**src/rtl/operand_fetch.sv**
```systemverilog
// Decode / operand-fetch stage: slices register addresses out of the RV32I
// word, bypasses a same-cycle writeback, interlocks on outstanding writers via
// a per-register busy scoreboard and hands operands to execute through a
// single valid/ready output slot.
module operand_fetch #(
    parameter int unsigned XLEN      = 32,
    parameter int unsigned REG_COUNT = 32
) (
    input  logic            clk,
    input  logic            rst,
    input  logic            in_valid,
    output logic            in_ready,
    input  logic [31:0]     in_instr,
    input  logic [XLEN-1:0] in_pc,
    output logic [4:0]      rf_addr1,
    output logic [4:0]      rf_addr2,
    input  logic [XLEN-1:0] rf_data1,
    input  logic [XLEN-1:0] rf_data2,
    input  logic            wb_en,
    input  logic [4:0]      wb_addr,
    input  logic [XLEN-1:0] wb_data,
    input  logic            flush,
    output logic            out_valid,
    input  logic            out_ready,
    output logic [31:0]     out_instr,
    output logic [XLEN-1:0] out_pc,
    output logic [XLEN-1:0] out_rs1_data,
    output logic [XLEN-1:0] out_rs2_data,
    output logic [4:0]      out_rd
);

    typedef enum logic [6:0] {
        OPC_LUI    = 7'b0110111,
        OPC_AUIPC  = 7'b0010111,
        OPC_JAL    = 7'b1101111,
        OPC_JALR   = 7'b1100111,
        OPC_BRANCH = 7'b1100011,
        OPC_LOAD   = 7'b0000011,
        OPC_STORE  = 7'b0100011,
        OPC_OP_IMM = 7'b0010011,
        OPC_OP     = 7'b0110011
    } opcode_e;

    logic [REG_COUNT-1:0] busy;
    logic [REG_COUNT-1:0] busy_next;
    logic [31:0]          busy_all;

    logic [4:0]      rs1;
    logic [4:0]      rs2;
    logic [4:0]      rd;
    logic            uses_rs1;
    logic            uses_rs2;
    logic            writes_any;
    logic            writes_rd;
    logic            wb_hit1;
    logic            wb_hit2;
    logic            wb_hitd;
    logic            hazard;
    logic            accept;
    logic [XLEN-1:0] op1;
    logic [XLEN-1:0] op2;

    assign rs1      = in_instr[19:15];
    assign rs2      = in_instr[24:20];
    assign rd       = in_instr[11:7];
    assign rf_addr1 = rs1;
    assign rf_addr2 = rs2;

    // Opcode decode: which sources are read and whether rd is written
    always_comb begin
        uses_rs1   = 1'b0;
        uses_rs2   = 1'b0;
        writes_any = 1'b0;
        case (in_instr[6:0])
            OPC_LUI, OPC_AUIPC, OPC_JAL: writes_any = 1'b1;
            OPC_JALR, OPC_LOAD, OPC_OP_IMM: begin
                uses_rs1   = 1'b1;
                writes_any = 1'b1;
            end
            OPC_BRANCH, OPC_STORE: begin
                uses_rs1 = 1'b1;
                uses_rs2 = 1'b1;
            end
            OPC_OP: begin
                uses_rs1   = 1'b1;
                uses_rs2   = 1'b1;
                writes_any = 1'b1;
            end
            default: ;
        endcase
        writes_rd = writes_any && (rd != 5'd0);
    end

    // Zero-extended scoreboard view so any 5-bit address indexes safely
    always_comb begin
        busy_all                = '0;
        busy_all[REG_COUNT-1:0] = busy;
    end

    // Bypass selection, hazard detection and input handshake
    always_comb begin
        wb_hit1 = wb_en && (wb_addr == rs1);
        wb_hit2 = wb_en && (wb_addr == rs2);
        wb_hitd = wb_en && (wb_addr == rd);

        if (rs1 == 5'd0)  op1 = '0;
        else if (wb_hit1) op1 = wb_data;
        else              op1 = rf_data1;

        if (rs2 == 5'd0)  op2 = '0;
        else if (wb_hit2) op2 = wb_data;
        else              op2 = rf_data2;

        hazard = (uses_rs1 && (rs1 != 5'd0) && busy_all[rs1] && !wb_hit1) ||
                 (uses_rs2 && (rs2 != 5'd0) && busy_all[rs2] && !wb_hit2) ||
                 (writes_rd && busy_all[rd] && !wb_hitd);

        in_ready = !rst && !flush && !hazard && (!out_valid || out_ready);
        accept   = in_valid && in_ready;
    end

    // Scoreboard update: clears from writeback or flush, set from accept wins
    always_comb begin
        busy_next = busy;
        for (int unsigned i = 1; i < REG_COUNT; i++) begin
            if (wb_en && (wb_addr == 5'(i)))
                busy_next[i] = 1'b0;
            if (flush && out_valid && (out_rd == 5'(i)))
                busy_next[i] = 1'b0;
            if (accept && writes_rd && (rd == 5'(i)))
                busy_next[i] = 1'b1;
        end
        busy_next[0] = 1'b0;
    end

    // Scoreboard register
    always_ff @(posedge clk) begin
        if (rst) busy <= '0;
        else     busy <= busy_next;
    end

    // Output slot: load on accept, drain on handshake, kill on flush
    always_ff @(posedge clk) begin
        if (rst) begin
            out_valid    <= 1'b0;
            out_instr    <= '0;
            out_pc       <= '0;
            out_rs1_data <= '0;
            out_rs2_data <= '0;
            out_rd       <= '0;
        end else if (flush) begin
            out_valid <= 1'b0;
        end else if (accept) begin
            out_valid    <= 1'b1;
            out_instr    <= in_instr;
            out_pc       <= in_pc;
            out_rs1_data <= op1;
            out_rs2_data <= op2;
            out_rd       <= writes_rd ? rd : 5'd0;
        end else if (out_valid && out_ready) begin
            out_valid <= 1'b0;
        end
    end

endmodule

```
**config.mk**
```make
export PLATFORM = sky130hd
export DESIGN_NAME = operand_fetch
export DESIGN_NICKNAME = d
export VERILOG_FILES = /design/src/rtl/operand_fetch.sv
export SDC_FILE = /design/constraint.sdc
export NUM_CORES = 1
export LEC_CHECK = 0
export ABC_CLOCK_PERIOD_IN_PS = 6500
export CAP_MARGIN = 20
export CORE_MARGIN = 1.5
export CORE_UTILIZATION = 50
export CTS_CLUSTER_DIAMETER = 150
export DETAILED_ROUTE_END_ITERATION = 10
export GPL_TIMING_DRIVEN = 0
export HOLD_SLACK_MARGIN = 0.06
export PLACE_DENSITY = 0.84
export SYNTH_ARGS = -nofsm -noshare
export SYNTH_HDL_FRONTEND = slang
export SYNTH_SLANG_ARGS = --single-unit
```
**constraint.sdc**
```tcl
create_clock -name clk -period 6.5 [get_ports clk]
set_clock_uncertainty 0.15 [all_clocks]
set_input_delay 0.975 -clock clk [delete_from_list [all_inputs] [get_ports clk]]
set_output_delay 0.975 -clock clk [all_outputs]
set_load 0.02 [all_outputs]
```
== Word-level counts from Yosys, hierarchy flattened ==
Index checks and enable logic that the tools add are counted.
W data, S select, Z words.
Cells by class
  multiply operators: 0
  divide/modulo/power cells: 0
  shift-type cells: 0
  magnitude comparators: 3
  eq/ne operators: 105
  $add $sub $neg: 0
  mux-type cells: 109
  reduce and logical (&&, ||, !) cells: 164
  bitwise gates (word level): 1
Operator list (number)
  $eq A5 B5 Y1 const B: 48
  $mux W32: 4
  $eq A5 B4 Y1 const B: 24
  $logic_and A1 B1 Y1: 112
  $mux W1: 101
  $reduce_bool A3 Y1: 31
  $eq A5 B3 Y1 const B: 12
  $eq A5 B2 Y1 const B: 6
  $eq A7 B6 Y1 const B: 3
  $eq A7 B7 Y1 const B: 3
  $lt A5 B6 Y1 const B: 3
  $bmux W1 S5: 3
  $eq A5 B1 Y1 const B: 3
  $eq A5 B5 Y1: 3
  $reduce_bool A5 Y1: 3
  $eq A7 B5 Y1 const B: 2
  $logic_not A5 Y1: 2
  $eq A7 B2 Y1 const B: 1
  $logic_not A1 Y1: 7
  $reduce_or A7 Y1: 1
  $reduce_or A6 Y1: 1
  $mux W5: 1
  $logic_or A1 B1 Y1: 3
  $reduce_or A3 Y1: 1
  other kinds (4): 4
Word-level totals
  memories kept: 0
  input bits: 171
  RAM bits: 0
  bits in latches: 0
  register bits after elaboration: 166
  ROM bits: 0
  word-level logic and storage cells: 420

== Longest topological paths before layout ==
  word-level depth: 15
  depth in mapped cells: 12

== Worst setup path after synthesis ==
No wires, ideal clock.
  path kind: input port to output port
  start point: in wb_addr[4]
  end point: out in_ready
  path buffers: 4
  stages: 10
  arrival: 2.929 ns
  data required time: 5.375 ns
  path slack: 2.446 ns
  path through: buf_2 > xor2_1 > nor4_1 > and3_1 > buf_2 > or4b_1 > o211a_1 > buf_6 > clkbuf_1 > o211a_1
Between the ends
  longest elaborated chain between the ends: 9
Ends and longest elaborated chain
  start, declared: line 20  | input logic [4:0] wb_addr,
  $eq A5 B5 Y1, on equally long branches: line 102, 103
  $logic_and A1 B1 Y1, on equally long branches: line 102, 103
  $logic_not A1 Y1, on equally long branches: line 114, 115
  $logic_and A1 B1 Y1, on equally long branches: line 114, 115
  $logic_or A1 B1 Y1: line 114  | hazard = (uses_rs1 && (rs1 != 5'd0) && busy_all[rs1] && !wb_hit1) ||
  $logic_or A1 B1 Y1 (*): line 115  | (uses_rs2 && (rs2 != 5'd0) && busy_all[rs2] && !wb_hit2) ||
  $logic_not A1 Y1 (*): line 118  | in_ready = !rst && !flush && !hazard && (!out_valid || out_ready);
  $logic_and A1 B1 Y1 (*) (2 in series): line 118
  end, declared: line 12  | output logic in_ready,
Mark *: on every way between the ends. The rest lies on a longest branch, timed or not.

== Worst setup path in the final report ==
  start point: in in_instr[15]
  end point: out in_ready
Between the ends
  longest elaborated chain between the ends: 9
Ends and longest elaborated chain
  start, declared: line 13  | input logic [31:0] in_instr,
  $bmux W1 S5 (tied with other cells): line 114
  $mux W1 (implied by the code) (tied with other cells): line 114
  $logic_and A1 B1 Y1 or $logic_not A1 Y1 (tied branches): line 114
  $logic_and A1 B1 Y1 (*): line 114
  $logic_or A1 B1 Y1 (*): line 114
  $logic_or A1 B1 Y1 (*): line 115
  $logic_not A1 Y1 (*): line 118
  $logic_and A1 B1 Y1 (*) (2 in series): line 118
Mark *: on every way between the ends. The rest lies on a longest branch, timed or not. The select of a mux whose other input is x is not followed.

==> impl_metrics.csv <==
group,metric,value,unit
final_layout,nFillCells,1409,
critical_path,crit_chain,"clkdlybuf4s50_1 -> buf_2 -> mux4_2 -> mux2i_1 -> a21oi_1 -> a32oi_1 -> o211a_1 -> buf_6 -> clkbuf_1 -> o211a_1 -> clkdlybuf4s50_1",
flow_run,drv_cap,0,
critical_path,arrival,4630,ps
synth,synth_edf_count,0,
synth,synthFlopType,"dfxtp_1",
cts,post_cts_buffers,0,
die,coreArea,0.01790,mm^2
die,std_cell_rows,49,
critical_path,slowest_stage,"clkdlybuf4s50_1",
final_layout,areaGrowthSynthToFinish,43.34,%
global_route,grt_max_degree,20,
detailed_routing,firstDrtPassIters,5,
cts,cts_made_buffers,17,
cts,cts_sinks,165,
detailed_routing,vias,9332,
die,die-area,0.01907,mm^2
critical_path,start_kind,"input port",
sta,fin_crit_sh,88.54,%
detailed_routing,routedWlPerCell,20.52,um
critical_path,critPathLaunch,"in_instr[15]",
sta,hold_viol_final,0,
synth,avgSynthCellArea,9.008,um^2
power_and_ir_drop,swShare,29.38,%
critical_path,crit_end,"in_ready",
global_route,antenna_found_initial,1,
place,portBuffers,303,
power_and_ir_drop,seqPwrFrac,40.8,%
detailed_routing,wirelength,32.39,mm
cts,clock_latency,440,ps
synth,syn_inst,1013,
die,num_io_pins,316,
power_and_ir_drop,power.leakage,4.606,nW
sta,fin_crit,5755,ps
power_and_ir_drop,power_frac_clock,41.5,%
cts,cts_resized,0,
sta,rsz0062_at_grt,"no",
sta,setup_violations,0,
power_and_ir_drop,ir_worst_vdd,0.1942,mV
critical_path,timing.rr.end,"busy[2]",
cts,htreeDepth,4,
detailed_routing,drt_iter0_drc,700,
synth,syn-num-nets,1184,
status,run_status,"complete, no violations",
worst_hold_path,min_path_type,"reg -> reg",
detailed_routing,viasPerCell,5.914,
critical_path,ff2ff_setup_slack,3470,ps
critical_path,slowest_delay,650,ps
critical_path,critPathCaptureType,"output port",
sta,slew_headroom,41.32,%
final_layout,nets,1506,
synth,synthArstFlopShare,0,%
sta,fmax,0.1738,GHz
die,die_h,138.1,um
sta,slew_violations,0,
sta,fin_hold_ws,325.1,ps
global_route,track_usage,33.13,%
detailed_routing,ant_nets,0,
synth,ys_seq_area_share,36.20,%
die,start_util,50.97,%
synth,synth_area,0.009125,mm^2
critical_path,r2r_start,"busy[19]",
cts,clock_path_buffers,2,
synth,yosysWarnings,0,
place,dp_hpwl,24.73,mm
cts,cts.clk_slew.worst_paths,70,ps
sta,worst_pin_slew,868.0,ps
global_route,grt_pass1_vias,9226,
place,routabilityCongestion,0.9985,
critical_path,criticalPathCategory,"in -> out",
power_and_ir_drop,p_switching,757.9,uW
critical_path,critPathRequiredTime,5370,ps
die,die_w,138.1,um
synth,synth_seq_cells,165,
cts,cts_tree,"done",
global_route,grt_pass1_wl,50.53,mm
power_and_ir_drop,power_per_cell_area,197.2,mW/mm^2
critical_path,crit_fanout,10,
global_route,grt-ovfl-total,0,
final_layout,drive_gt1_share,12.76,%
cts,cts_root_buf,"clkbuf_16",
critical_path,reg2reg_depth,10,
power_and_ir_drop,p_int,1.822,mW
power_and_ir_drop,power_frac_comb,17.7,%
synth,ys_types,54,
cts,cts_hold_buf,0,
sta,fin_setup_tns,0,ps
detailed_routing,drc,0,
[per-layer routing]
| metal | track usage, % | up-vias | wire [um] |
|---|---|---|---|
| met1 | 39.20 | 4407 | 12460 |
| met2 | 56.87 | 520 | 15760 |
| met4 | 13.80 | 0 | 1128 |
| met5 | 0 | - | 0 |
| met3 | 8.798 | 79 | 3037 |
| li1 | - | 4326 | - |
[power groups by stage]
stage	Combinational [mW]	Sequential, mW	Clock, mW
detailed placement	0.452	1.08	0
CTS	0.455	1.05	1.08
global placement	0.449	1.07	0
global route	0.485	1.06	1.12
finish	0.458	1.05	1.07
floorplan	0.186	1.11	0
[stage by stage]
step / area [um^2] / instances / total power, mW / setup WS, ps / util (%)
floorplan: 9125 / 1013 / 1.294 / 2446 / -
global placement: 12440 / 1545 / 1.523 / 857.4 / 69.51
detailed placement: 12440 / 1545 / 1.527 / 769.9 / 69.51
CTS: 13080 / 1577 / 2.584 / 771.1 / 73.05
global route: 13080 / 1577 / 2.662 / 632.8 / 73.05
finish: 13080 / 1578 / 2.580 / 744.6 / 73.06
[registers in the layout, summed over array words and instances (netlist names)]
name          count
out_pc           32
out_rd            5
out_rs2_data     32
out_instr        32
out_rs1_data     32
busy             31
out_valid         1
[cell usage after synthesis, drive strengths merged (3+ instances only)]
master  number  area, um^2
a21oi       70       350.3
and3         4       25.02
buf         52       305.3
clkbuf      59       221.5
dfxtp      165        3303
mux2        69       777.0
mux2i       74       740.7
mux4        18       405.4
nand2       19       78.82
nand2b      13       81.33
nand3       73       365.4
nand3b       8       60.06
nand4        3       18.77
nand4b       3       26.28
nor2        77       289.0
nor2b       99       619.3
nor3b        9       67.56
nor4         4       25.02
o211a        3       30.03
o211ai       3       27.52
o21ai       75       375.4
o221ai      24       210.2
o41ai       32       280.3
or2          9       56.30
or3          6       37.54
xnor2        3       26.28
xor2        12       105.1
[worst min path at each step]
stage                     slack [ps]           from            end  cells after the start
after detailed placement         320     out_pc[27]     out_pc[27]                      2
final                            330  out_instr[28]  out_instr[28]                      2
after global placement           310     out_pc[27]     out_pc[27]                      2
after floorplan                  390        busy[8]        busy[8]                      4
after global routing             350  out_instr[10]  out_instr[10]                      2
after CTS                        330     out_pc[27]     out_pc[27]                      2
[cell families after synthesis]
| family | Yosys count | synth area share [%] |
|---|---|---|
| compound gates | 223 | 15.43 |
| xor+xnor | 15 | 1.440 |
| buf+inv | 113 | 5.855 |
| flops | 165 | 36.20 |
| mux | 161 | 21.08 |
| simple gates | 336 | 20.01 |
[cell type report]
cell class / instances / area, um^2 / area share, %
multi-input cells: 735 / 5288 / 40.42
flip-flops and latches: 165 / 3303 / 25.25
repair buffers: 303 / 3033 / 23.19
plain buffers: 111 / 526.8 / 4.027
clock buffers: 17 / 425.4 / 3.252
well taps: 229 / 286.5 / 2.191
clock inverters: 15 / 207.7 / 1.588
inverters: 2 / 7.507 / 0.05739
diodes: 1 / 2.502 / 0.01913
[critical path, delay by kind of cell]
family	cells	cell delay, ps
multiplexers	2	670
AO/OA/AOI/OAI	4	900
buffers and inverters	5	2090
[cell usage in the layout, fill, tap and decap left out, drive strengths merged, types with 3 or more instances in the layout]
cell	instances
nand3	73
clkbuf	76
buf	52
mux2i	74
nand4	3
nand2	19
nor4	4
o211ai	3
nand3b	8
nor2b	99
xnor2	3
nor2	77
o41ai	32
inv	8
or2	9
dfxtp	165
xor2	12
mux4	18
nand4b	3
clkdlybuf4s50	303
clkinv	8
o221ai	24
nand2b	13
or3	6
nor3b	9
and3	4
o21ai	75
mux2	69
a21oi	70
o211a	3
Power figures use the tool's default switching activity.
